File: config.mk
export PLATFORM = sky130hd
export DESIGN_NAME = basys_display_mux
export DESIGN_NICKNAME = d
export VERILOG_FILES = /design/src/rtl/basys_display_mux.sv
export SDC_FILE = /design/constraint.sdc
export NUM_CORES = 1
export LEC_CHECK = 0
export ABC_AREA = 1
export CELL_PAD_IN_SITES_DETAIL_PLACEMENT = 0
export CELL_PAD_IN_SITES_GLOBAL_PLACEMENT = 2
export CORE_MARGIN = 2
export CORE_UTILIZATION = 29
export CTS_BUF_LIST = sky130_fd_sc_hd__clkbuf_2
export DETAILED_ROUTE_END_ITERATION = 12
export HOLD_SLACK_MARGIN = 0.12
export PLACE_DENSITY_LB_ADDON = 0.1
export SLEW_MARGIN = 20
export SYNTH_ARGS = -nofsm -noshare
export SYNTH_HDL_FRONTEND = slang
export SYNTH_SLANG_ARGS = --single-unit
export TNS_END_PERCENT = 30
File: constraint.sdc
create_clock -name clk -period 2.1 [get_ports clk]
set_input_delay 0.315 -clock clk [delete_from_list [all_inputs] [get_ports clk]]
set_output_delay 0.315 -clock clk [all_outputs]
set_load 0.01 [all_outputs]
File: src/rtl/basys_display_mux.sv
// Multiplexed seven-segment driver: captures a result word through valid/ready
// and scans DIGITS hex digits at a programmable rate, with leading-zero blanking.
module basys_display_mux #(
    parameter int DIGITS   = 4,
    parameter int SCAN_DIV = 100000,
    parameter int BLANK_LZ = 1
) (
    input  logic                clk,
    input  logic                rst,
    input  logic                in_valid,
    input  logic [4*DIGITS-1:0] in_data,
    input  logic [DIGITS-1:0]   dp_in,
    input  logic                freeze,
    output logic                in_ready,
    output logic [4*DIGITS-1:0] shown,
    output logic [DIGITS-1:0]   an,
    output logic [6:0]          seg,
    output logic                dp
);
    localparam int DW = 4 * DIGITS;
    localparam int CW = $clog2(SCAN_DIV);
    localparam int IW = (DIGITS > 1) ? $clog2(DIGITS) : 1;
    localparam logic [CW-1:0] DIV_LAST = CW'(SCAN_DIV - 1);
    localparam logic [IW-1:0] IDX_LAST = IW'(DIGITS - 1);

    logic [CW-1:0]     div_cnt_reg, div_cnt_next;
    logic [IW-1:0]     idx_reg, idx_next;
    logic [DW-1:0]     shown_reg, shown_next;
    logic [DIGITS-1:0] dp_mask_reg, dp_mask_next;
    logic [DIGITS-1:0] an_reg, an_next;
    logic [6:0]        seg_reg, seg_next;
    logic              dp_pin_reg, dp_pin_next;

    logic              tick;
    logic              handshake;
    logic [3:0]        nib [DIGITS];
    logic [DIGITS-1:0] blank_vec;
    logic              zero_run;
    logic [3:0]        cur_nib;
    logic              cur_blank;
    logic              cur_dp;

    function automatic logic [6:0] hex_to_seg(input logic [3:0] v);
        logic [6:0] s;
        case (v)
            4'h0: s = 7'b1000000;
            4'h1: s = 7'b1111001;
            4'h2: s = 7'b0100100;
            4'h3: s = 7'b0110000;
            4'h4: s = 7'b0011001;
            4'h5: s = 7'b0010010;
            4'h6: s = 7'b0000010;
            4'h7: s = 7'b1111000;
            4'h8: s = 7'b0000000;
            4'h9: s = 7'b0010000;
            4'hA: s = 7'b0001000;
            4'hB: s = 7'b0000011;
            4'hC: s = 7'b1000110;
            4'hD: s = 7'b0100001;
            4'hE: s = 7'b0000110;
            default: s = 7'b0001110;
        endcase
        return s;
    endfunction

    assign in_ready  = ~freeze;
    assign handshake = in_valid & ~freeze;
    assign tick      = (div_cnt_reg == DIV_LAST);

    for (genvar gi = 0; gi < DIGITS; gi++) begin : g_nib
        assign nib[gi] = shown_reg[4*gi +: 4];
    end

    // A digit is blankable when it and every more-significant nibble are zero.
    always_comb begin
        zero_run  = 1'b1;
        blank_vec = '0;
        for (int i = DIGITS - 1; i >= 0; i--) begin
            zero_run     = zero_run && (nib[i] == 4'h0);
            blank_vec[i] = (BLANK_LZ != 0) && (i != 0) && zero_run;
        end
    end

    always_comb begin
        cur_nib   = 4'h0;
        cur_blank = 1'b0;
        cur_dp    = 1'b0;
        for (int i = 0; i < DIGITS; i++) begin
            if (idx_reg == IW'(i)) begin
                cur_nib   = nib[i];
                cur_blank = blank_vec[i];
                cur_dp    = dp_mask_reg[i];
            end
        end
    end

    always_comb begin
        div_cnt_next = tick ? '0 : div_cnt_reg + CW'(1);
        idx_next     = idx_reg;
        if (tick) begin
            idx_next = (idx_reg == IDX_LAST) ? '0 : idx_reg + IW'(1);
        end
        shown_next   = handshake ? in_data : shown_reg;
        dp_mask_next = handshake ? dp_in : dp_mask_reg;
    end

    // Pins follow the current slot one cycle later; new idx and new data land together.
    always_comb begin
        an_next     = '1;
        seg_next    = 7'h7F;
        dp_pin_next = 1'b1;
        if (!cur_blank) begin
            an_next     = ~(DIGITS'(1) << idx_reg);
            seg_next    = hex_to_seg(cur_nib);
            dp_pin_next = ~cur_dp;
        end
    end

    always_ff @(posedge clk) begin
        if (rst) begin
            div_cnt_reg <= '0;
            idx_reg     <= '0;
            shown_reg   <= '0;
            dp_mask_reg <= '0;
            an_reg      <= '1;
            seg_reg     <= 7'h7F;
            dp_pin_reg  <= 1'b1;
        end else begin
            div_cnt_reg <= div_cnt_next;
            idx_reg     <= idx_next;
            shown_reg   <= shown_next;
            dp_mask_reg <= dp_mask_next;
            an_reg      <= an_next;
            seg_reg     <= seg_next;
            dp_pin_reg  <= dp_pin_next;
        end
    end

    assign shown = shown_reg;
    assign an    = an_reg;
    assign seg   = seg_reg;
    assign dp    = dp_pin_reg;

endmodule

==> metrics.md, run 1 <==
| Metric | Value |
|---|---|
| Status | `completed` |
| Starting Density | `0.3023` |
| LEAKAGE | `between 1 and 1.5 nW` |
| Grt ovf | `0` |
| Sequential share of power | `0.522` |
| Synth Instances | `~350` |
| Clk sinks | `51` |
| Initial antenna violation count | `0` |
| Peak supply drop | `~280 uV` |
| Capture point of the worst path | `seg[2]$_SDFF_PP1_` |
| Mapped Area | `between 2000 and 3000 um^2` |
| Routed Antenna Nets | `0` |
| Final wirelength | `roughly 6.7 mm` |
| All-Layer GR Usage | `0.1442` |
| Final core utilization | `0.3998` |
| Reg2reg setup slack | `140 ps` |
| Comb power frac | `0.152` |
| Arr. time, crit path | `about 2300 ps` |
| # Max-Cap Violations | `0` |
| Mapped Nets | `388` |
| Vias in the first global route | `between 2000 and 2500` |
| Sw frac | `0.2561` |
| Worst min path class | `in -> reg` |
| CP Launch Type | `flop` |
| Worst flop-to-flop path startpoint | `idx_reg[1]$_SDFFE_PP0N_` |
| 1st-iter DRT viols | `about 70` |
| Ys async rst share | `0` |
| CTS clk-pin slew, worst paths | `290 ps` |
| Layout cell share with drive strength beyond 1 | `0.1060` |
| Place WS | `55.30 ps` |
| CTS tree | `yes` |
| Max reg flops | `17` |
| Worst slew margin | `0.6113` |
| Routability Congestion | `about 0.8` |
| Core Region | `about 8300 um^2` |
| Min cycle time layout | `1959 ps` |
| Ant diodes | `0` |
| Final worst setup slack | `approximately 140 ps` |
| Largest area contributor in the netlist | `dfxtp_1` |
| Port buffer count | `between 50 and 60` |
| Post-layout nets | `approximately 450` |
| Root buf cell | `clkbuf_2` |
| DRT Pass-1 Iters | `4` |
| # rows | `33` |
| Largest net degree at the start of global routing | `22` |
| Worst R2R Path Depth | `12` |
| Yosys reg bits | `51` |
| Post-route setup TNS | `0 ps` |
| Remaining DRCs | `0` |
| Die width | `approximately 97 um` |
| Post-Synth Adder-Cell Area | `0.05486` |
| Die area | `around 9400 um^2` |
| Fin crit share | `0.9329` |
| Vias per cell | `4.600` |
| Filler cells | `898` |
| Fin. max-slew vios | `0` |
| Top area cells in the synthesized netlist | `dfxtp_1, nand2_1, nor2_1, ha_1, o21ai_0` |
| P&R area growth vs syn | `32.27%` |
| Clock share of power | `0.327` |
| Top cell type's share of synthesized area | `0.4070` |
| Hold Slack | `between 400 and 500 ps` |
| Worst r2r dst | `seg[2]$_SDFF_PP1_` |
| Synthesized-area fraction occupied by and/or/nand/nor cells | `0.3406` |
| Worst clock skew | `31.34 ps` |
| Max Freq | `~510 MHz` |
| Worst Setup SP | `idx_reg[1]$_SDFFE_PP0N_` |
| Pint | `between 1 and 1.5 mW` |
| Clk buf depth | `2` |
| Critical path type | `reg -> reg` |
| Mux share of post-synthesis cell area | `0` |
| Cell variety after synth | `31` |
| Endpoints failing hold | `0` |
| Cts hold-fix bufs | `0` |
| Count leader, synth | `nand2_1` |
| Primary FF master, synth | `dfxtp_1` |
| Post-synthesis compound-gate area fraction | `0.1142` |
| Die Y | `around 97 um` |
| Pwr dens | `between 600 and 700 nW/um^2` |
| Number of synthesis warnings | `0` |
| CP required | `~2500 ps` |
| Setup violations, final | `0` |
| Post-synthesis xor/xnor area fraction | `0.01397` |
| Largest family of logic cells by synthesized area | `simple AND/OR/NAND/NOR gates` |
| Cts bufs inserted | `5` |
| Htree depth | `2` |
| Max FO, Critical Path | `7` |
| Sequential-to-total area share from yosys stat | `0.4070` |
| Net Sw Power | `between 0.5 and 0.6 mW` |
| Crit end category | `flop` |
| DPL Wire Length | `5.105 mm` |
| Slew @ Worst Pin | `582.4 ps` |
| Syn avg cell area | `7.107 um^2` |
| I/O pins | `between 50 and 60` |
| WL/cell | `approximately 13 um` |
| Top post-synthesis cells by count | `nand2_1, nor2_1, dfxtp_1` |
| Vias | `2392` |
| First-pass GRT wire length | `about 11 mm` |
| RSZ-0062 raised after global routing | `false` |
| Post-synth EDFFs | `0` |
| Skew-Pair Late Insertion Delay | `about 440 ps` |
## power by group through the flow
stage	clock, mW	combinational (mW)	sequential, mW
floorplan	0	0.129	1.07
finish	0.654	0.304	1.05
global placement	0	0.307	1.07
global route	0.708	0.337	1.05
detailed placement	0	0.304	1.07
CTS	0.670	0.307	1.05
## cell type report
class | count | area, um^2 | area share
Timing Repair Buffer | 62 | 608.1 | 0.1833
Tap cell | 105 | 131.4 | 0.03959
Multi-Input combinational cell | 259 | 1329 | 0.4005
Clock buffer | 5 | 25.02 | 0.007541
Sequential cell | 51 | 1026 | 0.3092
Inverter | 35 | 131.4 | 0.03959
Clock inverter | 3 | 67.56 | 0.02036
## through the flow
step	total power, mW	cells	area, um^2
global route	2.097	520	3318
floorplan	1.203	353	2509
detailed placement	1.371	510	3191
global placement	1.374	510	3191
finish	2.004	520	3318
CTS	2.025	518	3284
## critical path, stage by stage, from the launching register on
cell and delay [ps]:
dfxtp_2 410, inv_1 80, ha_1 270, inv_2 100, o211ai_1 180, nand2_1 110
nand2_4 110, inv_1 80, ha_1 200, nand3_1 110, nor2_1 50, a21oi_1 120
nand2_1 60
## how the worst min path moves through the flow
stage	start	end	slack [ps]	cells past startpoint
global placement	div_cnt_reg[0]$_SDFF_PP0_	div_cnt_reg[0]$_SDFF_PP0_	440	1
global route	in_data[2]	shown[2]$_SDFFE_PP0P_	410	3
CTS	in_data[15]	shown[15]$_SDFFE_PP0P_	440	3
floorplan	div_cnt_reg[0]$_SDFF_PP0_	div_cnt_reg[0]$_SDFF_PP0_	420	1
detailed placement	div_cnt_reg[0]$_SDFF_PP0_	div_cnt_reg[0]$_SDFF_PP0_	450	1
finish	in_data[15]	shown[15]$_SDFFE_PP0P_	450	3
## cell families (layout without fill, tap and decap cells)
logic type                 Yosys count  after routing
and+or+nand+nor                    191            191
AOI/OAI and AO/OA                   53             53
xor gates and xnor gates             4              4
DFF                                 51             51
adders and majority gates           11             11
buffers and inverters               43            105
## cells in the final DEF (no fill, tap or decap), types with 2 or more instances in the layout
cell type | Yosys | routed
buf_4 | 1 | 9
inv_1 | 32 | 32
nor3_1 | 8 | 8
nor2_1 | 60 | 60
a21oi_2 | 3 | 3
nand2_2 | 6 | 7
nand2_1 | 75 | 73
o21ai_0 | 24 | 24
ha_1 | 11 | 9
nand3b_1 | 2 | 2
nand2_4 | 2 | 3
bufinv_16 | 0 | 2
clkbuf_2 | 0 | 5
xor2_1 | 4 | 4
nor2_4 | 2 | 2
o211ai_1 | 2 | 2
nand4_1 | 6 | 6
ha_2 | 0 | 2
or2_0 | 2 | 2
clkdlybuf4s50_1 | 0 | 52
nand3_1 | 23 | 23
a21oi_1 | 21 | 21
inv_2 | 3 | 3
dfxtp_1 | 51 | 49
## layer usage
| layer | up-vias | GRT usage | part of all wire |
|---|---|---|---|
| met3 | 10 | 0.03324 | 0.038 |
| met5 | - | 0 | 0 |
| met1 | 1078 | 0.1842 | 0.48 |
| met4 | 0 | 0.03900 | 0.015 |
| met2 | 44 | 0.2441 | 0.46 |
| li1 | 1260 | - | - |
## what timing repair did
| action | CTS | global route |
|---|---|---|
| gates cloned | 0 | 0 |
| resized for setup | 1 | 7 |
| endpoints found under the setup margin | 1 | 7 |
| buffers inserted | 0 | 2 |
Power figures use the tool's default switching activity.
==> inputs of run 2 (changes only) <==
- CORE_MARGIN: 2 -> unset
==> metrics.md, run 2 (synthesis gave the netlist of run 1 again) <==
| Metric | Value |
|---|---|
| Remaining DRCs | `0 (unchanged)` |
| Max Freq | `517.5 MHz (+1.4%)` |
| Critical path type | `reg -> reg` |
| Routed Antenna Nets | `0 (unchanged)` |
| Worst slew margin | `0.6555 (+0.04420)` |
| All-Layer GR Usage | `0.1562 (+0.01202)` |
| Hold Slack | `464.6 ps (+19.27 ps)` |
| First-pass GRT wire length | `10.92 mm (-2.6%)` |
| Layout cell share with drive strength beyond 1 | `0.1039 (-0.002159)` |
| Slew @ Worst Pin | `512.0 ps (-70.38 ps)` |
| Skew-Pair Late Insertion Delay | `420 ps (-20 ps)` |
| Setup violations, final | `0 (unchanged)` |
| P&R area growth vs syn | `30.82%` |
| LEAKAGE | `1.302 nW (-1.3%)` |
| Inst Count DP | `509 (-0.20%)` |
| Status | `completed` |
| Most Crowded Layer GR | `met2` |
| Commonest non-fill, non-tap cells in the layout | `nand2_1, nor2_1, clkdlybuf4s50_1, dfxtp_1, inv_1` |
| Crit end category | `flop` |
| Routing usage on met3 | `0.02711 (-0.006124)` |
| Min cycle time layout | `1932 ps (-26.91 ps)` |
| DRT Pass-1 Iters | `4 (unchanged)` |
| Starting Density | `0.3023 (unchanged)` |
| Met1 Use GR | `0.2047 (+0.02051)` |
| Die Y | `95.01 um (-2.1%)` |
| Max FO, Critical Path | `8 (+1)` |
| Peak supply drop | `188.6 uV (-33%)` |
| Core Region | `8299 um^2 (unchanged)` |
| Pwr dens | `563.5 nW/um^2 (-6.7%)` |
| Fin. max-slew vios | `0 (unchanged)` |
| CTS tree | `yes` |
| Routability Congestion | `0.8358 (+6.6%)` |
| Root buf cell | `clkbuf_2` |
| Fin crit share | `0.9201 (-0.01282)` |
| Endpoints failing hold | `0 (unchanged)` |
| Worst clock skew | `12.21 ps (-19.13 ps)` |
| Vias per cell | `4.486 (-2.5%)` |
| Vias in the first global route | `2284 (-1.3%)` |
| Filler cells | `898 (unchanged)` |
| Max reg flops | `17 (unchanged)` |
| CP Launch Type | `flop` |
| # Max-Cap Violations | `0 (unchanged)` |
| Worst min path class | `reg -> reg` |
| Clk sinks | `51 (unchanged)` |
| Final wirelength | `6.486 mm (-3.2%)` |
| Clk buf depth | `2 (unchanged)` |
| Htree depth | `2 (unchanged)` |
| Cts bufs inserted | `5 (unchanged)` |
| Arr. time, crit path | `2280 ps (-30 ps)` |
| Die area | `9027 um^2 (-4.1%)` |
| Vias | `2328 (-2.7%)` |
| Initial antenna violation count | `0 (unchanged)` |
| Most common cell after layout, fill and taps aside | `nand2_1` |
| Die width | `95.01 um (-2.1%)` |
| Largest net degree at the start of global routing | `21 (-4.5%)` |
| Ant diodes | `0 (unchanged)` |
| I/O pins | `53 (unchanged)` |
| DPL Wire Length | `5.053 mm (-1.0%)` |
| Post-layout nets | `448 (-0.22%)` |
| Port buffer count | `52 (unchanged)` |
| CP required | `2450 ps (about the same)` |
| Grt ovf | `0 (unchanged)` |
| WL/cell | `12.50 um (-3.0%)` |
| CTS clk-pin slew, worst paths | `250 ps (-40 ps)` |
| Non-Filler Instances | `519 (-0.19%)` |
| # rows | `33 (unchanged)` |
| 1st-iter DRT viols | `71 (-1.4%)` |
| Met2 GRT Util | `0.2590 (+0.01487)` |
[run 2: path summary, 6_finish.rpt]
| check | from | endpoint | slack [ps] | cells after the start |
|---|---|---|---|---|
| max | idx_reg[1]$_SDFFE_PP0N_ | seg[2]$_SDFF_PP1_ | 170 | 13 |
| min | div_cnt_reg[0]$_SDFF_PP0_ | div_cnt_reg[0]$_SDFF_PP0_ | 460 | 1 |
| min reg2reg | div_cnt_reg[0]$_SDFF_PP0_ | div_cnt_reg[0]$_SDFF_PP0_ | 460 | 1 |
| max reg2reg | idx_reg[1]$_SDFFE_PP0N_ | seg[2]$_SDFF_PP1_ | 170 | 13 |
[run 2: routing by layer]
| metal | up-vias | share of wire |
|---|---|---|
| li1 | 1253 | - |
| met1 | 1024 | 0.49 |
| met2 | 41 | 0.46 |
| met3 | 10 | 0.033 |
| met4 | 0 | 0.017 |
| met5 | - | 0 |
[run 2: layout make-up]
class	count	area, um^2	share of cell area
clock inverters	3	38.79	0.01182
multi-input cells	259	1329	0.4049
repair buffers	61	600.6	0.1830
inverters	35	131.4	0.04003
well taps	105	131.4	0.04003
flip-flops and latches	51	1026	0.3126
clock buffers	5	25.02	0.007625
[run 2: where the power goes]
part | leakage [nW] | total [mW] | switching, mW | internal, mW
Combinational | 0.842 | 0.296 | 0.142 | 0.154
Sequential | 0.420 | 1.05 | 0.0322 | 1.01
Clock | 0.0404 | 0.506 | 0.311 | 0.196
[run 2: worst max-delay path, cell delays in order, from the launching register on]
cell	delay, ps
dfxtp_2	420
inv_1	70
ha_1	210
inv_2	120
nand2_1	60
o211ai_1	100
nand2_1	120
nand2_4	110
inv_1	80
ha_1	200
nand3_1	100
nor2_1	50
a21oi_1	160
nand2_1	70
[run 2: metrics by stage]
step                      power [mW]  cell area [um^2]  utilization  TNS (ps)  worst slack (ps)
after global placement         1.368              3183       0.3835         0             52.10
after detailed placement       1.364              3183       0.3835         0             25.91
after global routing           1.960              3282       0.3954    -12.91            -9.947
after floorplan                1.203              2509            -         0             338.5
after CTS                      1.886              3248       0.3914         0             29.74
final                          1.849              3282       0.3954         0             167.8
[run 2: repair_timing]
action                                  4_1_cts  5_1_grt
pin swaps                                     0        0
endpoints found under the setup margin        1        6
hold buffers                                  0        0
gates resized for setup                       1        8
hold endpoints to repair                      0        0
buffers inserted                              0        2
==> RTL change: new RTL, flow settings as in run 2 <==
Register the output `an` once more, with the module's reset; this adds one clock of latency there. The other outputs are not delayed to match.
--- a/src/rtl/basys_display_mux.sv
+++ b/src/rtl/basys_display_mux.sv
@@ -137,7 +137,13 @@
     end
 
     assign shown = shown_reg;
-    assign an    = an_reg;
+    always_ff @(posedge clk) begin
+        if (rst) begin
+            an <= '0;
+        end else begin
+            an <= an_reg;
+        end
+    end
     assign seg   = seg_reg;
     assign dp    = dp_pin_reg;
 
Behaviour: not the same (Yosys sat finds a counterexample within 4 cycles, from zero or initial values and one cycle with rst high).
==> RTL change against run 2 <==
- sequential power grew 8%
- utilization shrank 1.0 points
- highest routed layer unchanged
- critical endpoint is now seg[3]
- total power is essentially flat
- synthesized area grew 4.1%
- routed wire length grew 3.1%
- sequential cell count grew 4
- design area grew 2.3%
- setup slack gained 0.019 ns
==> RTL change: results (changes against run 2) <==
Routing
  – First drt pass iteration count: 4 (unchanged)
  – Initial DRC Count: 48 (-32%)
  – Via count: 2427 (+4.3%)
  – Final wirelength: 6690 um (+3.1%)

Worst setup path
  – WP data arrival: 2.29 ns
  – CP startpoint: idx_reg[0]
  – Critical path fanouts, max: 7 (-1)

Yosys
  – Synth cell types: 28 (-9.7%)
  – Mux contribution to synthesized area: 0 (unchanged)
  – Top post-synthesis cells by area: dfxtp_1 (42%), nor2_1 (11%), nand2_1 (10%)
  – Sequential fraction of the synthesis area: 0.422 (+0.0147)
  – Compound-cell area share of the yosys netlist: 0.0862 (-0.0280)
  – Xor/xnor share of the synthesized area: 0.0268 (+0.0129)
  – Synth async-reset ratio: 0 (unchanged)
  – Warnings, synthesis: 0 (unchanged)
  – Post-synthesis adder-cell area fraction: 0.0527 (-0.00216)
  – Mapped Nets: 405 (+4.4%)
  – Top cells by count, synth: nor2_1 (80), nand2_1 (70), dfxtp_1 (55)

Timing
  – Final setup violation count: 0 (unchanged)
  – Worst-Margin Slew: 0.525 ns (+0.0135 ns)
  – Clk_skew: 0.0101 ns (-0.00211 ns)

Finish
  – Max FFs per register: 17 (unchanged)
  – # diodes: 0 (unchanged)
  – Ratio of cells with drive above 1 in the final layout: 0.0974 (-0.00642)
  – Fillers: 940 (+4.7%)
  – # nets final: 465 (+3.8%)

Global route
  – Total track usage: 0.146 (-0.0101)
  – Vias in the first global route: 2335 (+2.2%)
  – Met1 Track Usage GR: 0.195 (-0.00951)
  – Initial antenna violation count: 0 (unchanged)
  – Largest net degree at the start of global routing: 23 (+9.5%)
  – GR Util met3: 0.0296 (+0.00251)
  – Met2 GRT Util: 0.236 (-0.0228)
  – First-pass GRT wire length: 11100 um (+1.6%)

Hold path
  – Hold_sp: an_reg[2]
  – Worst hold-check path type: reg2reg

CTS
  – Clock root buffer: clkbuf_2
  – TritonCTS Buffers: 5 (unchanged)
  – Later-pin clock latency in the skew report: 0.44 ns (+0.02 ns)
  – Clock-pin slew of the registers on the worst-case setup and hold paths: 0.27 ns (+0.02 ns)
  – Max clock buf depth: 2 (unchanged)
  – CTS HTree Levels: 2 (unchanged)

Place
  – Hpwl dp: 5140 um (+1.7%)
  – Final GP Congestion: 0.831 (-0.54%)
  – PortBufs: 52 (unchanged)
  – Post-DP Area: 3270 um2 (+2.7%)

Pwr
  – Static Leak: 1.40 nW (+7.3%)
  – Worst vdd ir: 191 uV (+1.1%)

Run status
  – Status: finished, final reports clean
RTL change: cell count changes in the layout (fill, tap and decap cells not counted), moves of 2 or more:
cell / run 2 / this run
nor2_1: 60 / 80
a21oi_1: 21 / 15
inv_1: 31 / 36
dfxtp_1: 49 / 53
nand2_1: 74 / 70
xor2_1: 4 / 7
a21oi_2: 3 / 1
buf_4: 8 / 10
clkbuf_2: 5 / 7
nand2_4: 3 / 1
nor3_1: 8 / 10
or2_0: 2 / 0
RTL change: kinds of logic after synthesis:
kind of cell	count (synthesis)
simple gates	204
flops	55
buf+inv	50
compound gates	42
fa+ha+maj	11
xor+xnor	8
RTL change: layout make-up:
type,instances,share of cell area
multi-input combinational,265,0.395
sequential,55,0.329
timing repair buffer,62,0.177
inverter,41,0.0458
tap,108,0.0402
clock buffer,7,0.0104
clock inverter,1,0.00149
RTL change: power by group:
group	leakage (nW)	switching (W)	internal [W]
combinational	0.911	0.000143	0.000158
clock	0.0330	0.000332	0.0000908
sequential	0.454	0.0000323	0.00110
total	1.40	0.000507	0.00134
RTL change: repair_timing:
action | 4_1_cts | 5_1_grt
gates resized for setup | 0 | 8
setup endpoints to repair | 0 | 7
setup buffers | 0 | 3
RTL change: layer usage:
layer / routed length, um / vias to the layer above / share of wire
met3: 251 / 7 / 0.038
met1: 3360 / 1090 / 0.50
met4: 80 / 0 / 0.012
li1: - / 1287 / -
met5: 0 / - / 0
met2: 3000 / 43 / 0.45
RTL change: worst paths after layout:
kind                                to  cells past startpoint  slack (ns)
worst max-delay path            seg[3]                     14        0.19
worst min-delay path             an[2]                      2        0.42
worst max register to register  seg[3]                     14        0.19
worst min register to register   an[2]                      2        0.42
RTL change: critical path, stage by stage (launching register included):
cell and delay (ns):
dfxtp_4 0.41, buf_4 0.14, ha_4 0.17, inv_2 0.10
nand3_1 0.08, nand2_1 0.08, nand2_1 0.05, nand2_1 0.13
inv_1 0.13, ha_1 0.32, inv_1 0.04, nand2_1 0.05
nand3_1 0.06, nand2_1 0.06, nand2_1 0.04
RTL change: metrics by stage:
step                setup WS, ns  hold WS (ns)  instances   util
detailed placement         0.108         0.411        528  0.375
global route              0.0156         0.410        539  0.385
global placement           0.202         0.401        528  0.375
floorplan                  0.240         0.388        370      -
CTS                       0.0566         0.412        536  0.379
finish                     0.186         0.419        539  0.385
